===== config.mk =====
export PLATFORM = sky130hd
export DESIGN_NAME = jk_counter
export DESIGN_NICKNAME = d
export VERILOG_FILES = /design/src/rtl/jk_pkg.sv /design/src/rtl/jk_cell.sv /design/src/rtl/jk_counter.sv
export SDC_FILE = /design/constraint.sdc
export NUM_CORES = 1
export LEC_CHECK = 0
export CORE_AREA = 2 2 39 41
export CTS_BUF_LIST = sky130_fd_sc_hd__clkbuf_4 sky130_fd_sc_hd__clkbuf_8 sky130_fd_sc_hd__clkbuf_16
export DETAILED_ROUTE_END_ITERATION = 6
export DIE_AREA = 0 0 41 43
export GPL_TIMING_DRIVEN = 1
export HOLD_SLACK_MARGIN = 0.08
export PLACE_DENSITY = 0.7
export SLEW_MARGIN = 20
export SYNTH_ARGS = -nofsm -noshare
export SYNTH_HDL_FRONTEND = slang
export SYNTH_SLANG_ARGS = --single-unit

===== constraint.sdc =====
create_clock -name clk -period 2.1 [get_ports clk]
set_input_delay 0.21 -clock clk [delete_from_list [all_inputs] [get_ports clk]]
set_output_delay 0.21 -clock clk [all_outputs]
set_load 0.02 [all_outputs]

===== src/rtl/jk_pkg.sv =====
// Shared JK excitation encoding ({J,K}) and default counter geometry.
package jk_pkg;

  localparam int unsigned JK_DEF_WIDTH = 4;
  localparam int unsigned JK_DEF_MOD   = 10;

  typedef enum logic [1:0] {
    JK_HOLD   = 2'b00,
    JK_RESET  = 2'b01,
    JK_SET    = 2'b10,
    JK_TOGGLE = 2'b11
  } jk_exc_e;

  // Excitation that drives a cell to a known value regardless of its state.
  function automatic jk_exc_e jk_force(input logic b);
    return b ? JK_SET : JK_RESET;
  endfunction

endpackage


===== src/rtl/jk_cell.sv =====
// Single JK flip-flop with synchronous active-low reset.
module jk_cell
  import jk_pkg::*;
(
  input  logic clk,
  input  logic rst_n,
  input  logic j,
  input  logic k,
  output logic q,
  output logic qn
);

  logic q_q;

  always_ff @(posedge clk) begin
    if (!rst_n) begin
      q_q <= 1'b0;
    end else begin
      case (jk_exc_e'({j, k}))
        JK_HOLD:   q_q <= q_q;
        JK_RESET:  q_q <= 1'b0;
        JK_SET:    q_q <= 1'b1;
        JK_TOGGLE: q_q <= ~q_q;
        default:   q_q <= q_q;
      endcase
    end
  end

  assign q  = q_q;
  assign qn = ~q_q;

endmodule


===== src/rtl/jk_counter.sv =====
// Modulo-MOD up/down counter built from WIDTH JK cells with combinational excitation.
// Define JK_COUNTER_SAT_EN to saturate at the limits instead of wrapping.
module jk_counter
  import jk_pkg::*;
#(
  parameter int unsigned WIDTH = JK_DEF_WIDTH,
  parameter int unsigned MOD   = JK_DEF_MOD
) (
  input  logic             clk,
  input  logic             rst_n,
  input  logic             en,
  input  logic             up,
  input  logic             load,
  input  logic [WIDTH-1:0] load_val,
  output logic [WIDTH-1:0] count,
  output logic [WIDTH-1:0] count_n,
  output logic             tc,
  output logic             load_err
);

  localparam logic [WIDTH:0]   MOD_W = (WIDTH+1)'(MOD);
  localparam logic [WIDTH-1:0] MAX_V = WIDTH'(MOD - 1);

  logic [WIDTH-1:0] j_d, k_d;
  logic [WIDTH-1:0] load_tgt;
  logic             load_oob;
  logic             at_max, at_zero;
  logic             ripple;
  logic             tc_d, tc_q;
  logic             lerr_d, lerr_q;

  assign load_oob = ({1'b0, load_val} >= MOD_W);
  assign load_tgt = load_oob ? MAX_V : load_val;
  assign at_max   = (count == MAX_V);
  assign at_zero  = (count == '0);

  // ripple tracks "all lower bits are 1 (up) / 0 (down)" while walking the cells.
  always_comb begin
    j_d    = '0;
    k_d    = '0;
    tc_d   = 1'b0;
    lerr_d = 1'b0;
    ripple = 1'b1;
    if (load) begin
      lerr_d = load_oob;
      for (int unsigned i = 0; i < WIDTH; i++) begin
        {j_d[i], k_d[i]} = jk_force(load_tgt[i]);
      end
    end else if (en) begin
      if (up && at_max) begin
        tc_d = 1'b1;
`ifndef JK_COUNTER_SAT_EN
        for (int unsigned i = 0; i < WIDTH; i++) begin
          {j_d[i], k_d[i]} = JK_RESET;
        end
`endif
      end else if (!up && at_zero) begin
        tc_d = 1'b1;
`ifndef JK_COUNTER_SAT_EN
        for (int unsigned i = 0; i < WIDTH; i++) begin
          {j_d[i], k_d[i]} = jk_force(MAX_V[i]);
        end
`endif
      end else begin
        for (int unsigned i = 0; i < WIDTH; i++) begin
          {j_d[i], k_d[i]} = ripple ? JK_TOGGLE : JK_HOLD;
          ripple = ripple & (up ? count[i] : ~count[i]);
        end
      end
    end
  end

  for (genvar g = 0; g < WIDTH; g++) begin : g_cell
    jk_cell u_cell (
      .clk   (clk),
      .rst_n (rst_n),
      .j     (j_d[g]),
      .k     (k_d[g]),
      .q     (count[g]),
      .qn    (count_n[g])
    );
  end

  always_ff @(posedge clk) begin
    if (!rst_n) begin
      tc_q   <= 1'b0;
      lerr_q <= 1'b0;
    end else begin
      tc_q   <= tc_d;
      lerr_q <= lerr_d;
    end
  end

  assign tc       = tc_q;
  assign load_err = lerr_q;

endmodule


# ---- After elaboration in Yosys (flattened, before gate mapping)
# Cells that the tools add are included.
dict set report word_totals {
  reg_bits 6
  inputBits 9
  out_inout_bits 10
  word_cells 63
}
dict set report classes {
  order_cmp 1
  eq_ne 13
  n_mux 25
  n_bitwise 8
  n_reduce_logical 10
}
# op n
set ops {}
lappend ops {{$mux 4} 9}
lappend ops {{$eq 2x2->1 const B} 8}
lappend ops {{$mux 2} 7}
lappend ops {{$pmux 1 s3} 4}
lappend ops {{$eq 2x1->1 const B} 4}
lappend ops {{$logic_not 2->1} 4}
lappend ops {{$not 1->1} 6}
lappend ops {{$mux 1} 5}
lappend ops {{$eq 4x4->1 const B} 1}
lappend ops {{$ge 4x4->1 const B} 1}
lappend ops {{$logic_not 4->1} 1}
lappend ops {{$reduce_or 3->1} 1}
lappend ops {{$and 1x1->1} 2}
lappend ops {{$logic_and 1x1->1} 2}
lappend ops {{$reduce_and 2->1} 1}
lappend ops {{$logic_not 1->1} 1}

# ---- Longest topological paths before layout
dict set report depth {
  word_depth 11
  ltp_mapped 5
  ltp_nobuf 4
}

# ---- Modules after synthesis
# Synthesis repeated with hierarchy kept, for this count alone.
dict set report unflattened {
  hier_cells 64
  hier_area_um2 493.0
}
# module n_inst cells_per_inst area_each_um2 seq_area_each_um2
set modules_own_cells {}
lappend modules_own_cells {jk_counter 1 48 342.8 40.0}
lappend modules_own_cells {jk_cell 4 4 37.5 20.0}

# ---- Worst setup path after synthesis
# OpenSTA, ideal clock, no wires.
dict set report synth_path {
  kind {register -> register}
  start {register g_cell[0].u_cell.q_q}
  end {register g_cell[1].u_cell.q_q}
  setup_ps 119
  t_arrival_ps 1176
  t_required_ps 1981
  slack_ps 805
  stages_incl_launch_ff 6
  path_buffers 1
  period_less_slack_ps 1295
  path_cell_list {dfxtp_1 -> buf_6 -> or3_4 -> a211oi_2 -> or3_1 -> a21oi_1}
}
dict set report synth_via {
  elab_chain_cells 9
  word_cells_on_any_way 20
  classes_between {eq/ne (4); mux (11); bitwise (1); reduce/logical (4)}
}
# item line
set synth_rtl {}
lappend synth_rtl {{start, declared} jk_cell.sv:13} ;# logic q_q;
lappend synth_rtl {{start signal, assigned} jk_cell.sv:20} ;# JK_HOLD: q_q <= q_q;
lappend synth_rtl {{start signal, assigned} jk_cell.sv:23} ;# JK_TOGGLE: q_q <= ~q_q;
lappend synth_rtl {{start signal, assigned} jk_cell.sv:24} ;# default: q_q <= q_q;
lappend synth_rtl {{$not 1->1} jk_counter.sv:67} ;# ripple = ripple & (up ? count[i] : ~count[i]);
lappend synth_rtl {{$mux 1} jk_counter.sv:67}
lappend synth_rtl {{$mux 2} jk_counter.sv:66} ;# {j_d[i], k_d[i]} = ripple ? JK_TOGGLE : JK_HOLD;
lappend synth_rtl {{$mux 4} jk_counter.sv:57} ;# end else if (!up && at_zero) begin
lappend synth_rtl {{$mux 4} jk_counter.sv:50} ;# if (up && at_max) begin
lappend synth_rtl {{$mux 4} jk_counter.sv:49} ;# end else if (en) begin
lappend synth_rtl {{$mux 4} jk_counter.sv:44} ;# if (load) begin
lappend synth_rtl {{$eq 2x2->1 / $eq 2x1->1 (equally long branches)} jk_cell.sv:19} ;# case (jk_exc_e'({j, k}))
lappend synth_rtl {{$pmux 1 s3} jk_cell.sv:19}
lappend synth_rtl {{end signal, assigned} jk_cell.sv:20}
lappend synth_rtl {{end signal, assigned} jk_cell.sv:23}
lappend synth_rtl {{end signal, assigned} jk_cell.sv:24}
lappend synth_rtl {{end, declared} jk_cell.sv:13}
# Parallel ways exist; a longest one is shown, timed or not.
# A chain may end at the register's enable or synchronous reset.

# ---- Final worst setup path
dict set report layout_path {
  start {register g_cell[1].u_cell.q_q}
  end {output port count[1]}
}
# item line
set layout_lines {}
lappend layout_lines {{end, declared} jk_counter.sv:15} ;# output logic [WIDTH-1:0] count,
# No word-level cell between the ends.

==> out/qor.txt <==
worst path required time: 1.89 ns
Least-Margin Pin Slew: 0.350 ns
Gate Count Post-Synth: 58
Highest Clock Rate: 0.608 GHz
Overall Power: 345 µW
via count: 416
crit path time final: 1.64 ns
post-DR wirelength/cell: 10.6 µm
Finished Cell Area: 584 µm²
Max-slew headroom: 76.6%
Die X: 41 µm
initial DRC count: 14
Synth Area per Inst: 7.64 µm²
Post CTS Setup Buffer Count: 0
run status: finished, final reports clean
Synth warnings: 0
Pwr per Cell Area: 591 mW/mm²
Root Driver: clkbuf_4
Lkg Pwr: 0.218 nW
worst path bufs/invs: 1
grt total ovfl: 0
port bufs: 18
Critical Path AT: 1.43 ns
HP Class: reg2reg
routed vias/inst: 4.95
die span in y: 43 µm
Ports: 19
Worst Setup Start Kind: register
cell family with most CP delay: buffers and inverters
Crit Path Max Fanout: 10
Site Rows: 14
dpl cell area: 562 µm²
initial cell density of the core: 32.0%
final setup fails: 0
slowest cell on the critical path: clkdlybuf4s50_1
GRT Total Usage: 12.3%
clk slew on worst S/H paths: 0.04 ns
RePlAce Congestion: 0.707
Antenna Nets Post-Route: 0
clock buffer depth: 2
share of layout cells above drive strength 1: 8.82%
Net Count, Synth: 67
Cell Chain, Critical Path: clkdlybuf4s50_1
Final Skew: 0.00137 ns
Tcrit/Tclk final: 78.3%
H-tree depth: 1
WL final: 893 µm
vias in the first global route: 352
flop and latch count out of synthesis: 6
Die ar.: 0.00176 mm²
Worst IR Drop VDD: 0.371 mV
Resized Gates After CTS: 0
worst skew pair latency: 0.24 ns
Final Hold Violating Endpoints: 0
CTS Buf Count: 3
global-route wire length before repair: 1500 µm
hold_buf cts: 0
Setup TNS: 0 ns
Critical Setup Path Class: reg2out
endpoint class of the critical path: output pin
initial antenna violation count: 0
largest net degree at the start of global routing: 11
n_diodes: 0
drt first pass iters: 4
max-slew violation count: 0
CTS tree: yes
Synth Cell Area: 443 µm²
core footprint: 0.00138 mm²
CTS sink count: 6
slowest stage delay, CP: 0.67 ns
DRC Markers: 0
Max Cap Viol: 0
Distinct cells, synth: 24
final net count: 79
post-synthesis sequential area ratio: 27.1%
Area Overhead vs Synth: 31.9%
post-DP HPWL: 691 µm
RSZ-0062 raised after global routing: false
[layout make-up]
class	count	area, µm²
inverters	6	22.5
flip-flops and latches	6	120
clock buffers	3	22.5
repair buffers	18	180
fillers	155	800
multi-input cells	35	219
well taps	16	20.0
[path summary, 6_finish.rpt]
kind / startpoint / to / slack, ns / cells past startpoint
max reg2reg: g_cell[0].u_cell.q / g_cell[1].u_cell.q / 0.74 / 4
max: g_cell[1].u_cell.q / count[1] / 0.46 / 1
min: g_cell[3].u_cell.q / g_cell[3].u_cell.q / 0.55 / 2
min reg2reg: g_cell[3].u_cell.q / g_cell[3].u_cell.q / 0.55 / 2
[synthesized netlist by cell type, drive strengths merged]
library cell	number	share of area, %
nor2b	1	1.4
a211oi	1	2.8
a31oi	2	2.8
or3	2	4.0
nand3b	1	1.7
and4	1	2.0
o21ai	7	7.9
a21oi	4	4.5
inv	6	5.1
nand2	3	2.5
and3	2	3.1
o2111ai	1	2.0
nor2	1	0.85
a22o	1	2.0
xnor2	3	5.9
nor3	2	2.3
buf	11	18
nand3	2	2.3
dfxtp	6	27
nor4	1	1.4
[report_power, final]
| group | total, mW | internal (mW) | switching, mW |
|---|---|---|---|
| registers | 0.136 | 0.122 | 0.0142 |
| logic | 0.106 | 0.0569 | 0.0486 |
| clock network | 0.104 | 0.0645 | 0.0392 |
[cells by family after synthesis]
group	count (synthesis)	share of synthesized area, %
flip-flops	6	27.1
AO/OA/AOI/OAI	16	22.0
buffers and inverters	17	23.4
XOR/XNOR	3	5.93
AND/OR/NAND/NOR	16	21.5
[layer usage]
metal / wire length (µm) / GRT usage, %
met1: 432 / 17.4
met2: 421 / 16.9
met3: 39 / 6.28
met4: 0 / 2.00
met5: 0 / 0
[flip-flops by register name, indices dropped and copies added, names as in the netlist]
name	cells
tc	1
load_err	1
g_cell.u_cell.q	4
[through the flow]
step | util (%) | hold slack, ns | setup WS [ns] | std cells
2_1_floorplan | - | 0.324 | 0.805 | 58
3_3_place_gp | 40.6 | 0.529 | 0.469 | 81
3_5_place_dp | 40.6 | 0.536 | 0.452 | 81
4_1_cts | 42.2 | 0.544 | 0.447 | 84
5_1_grt | 42.2 | 0.580 | 0.391 | 84
6_report | 42.2 | 0.545 | 0.457 | 84
[layout by cell type (no fill, tap or decap)]
cell              n
nand3b_1          1
nand2_1           3
nor3_1            2
and3_1            1
clkdlybuf4s50_1  18
a21oi_1           4
xnor2_1           3
a31oi_1           2
a22o_1            1
nor2b_1           1
or3_4             1
nor4_1            1
and3_2            1
clkbuf_4          3
nor2_1            1
inv_1             6
nand3_1           2
o21ai_0           7
o2111ai_1         1
and4_1            1
dfxtp_1           6
a211oi_2          1
or3_1             1
Note: power is estimated with default switching activity, not from simulation.
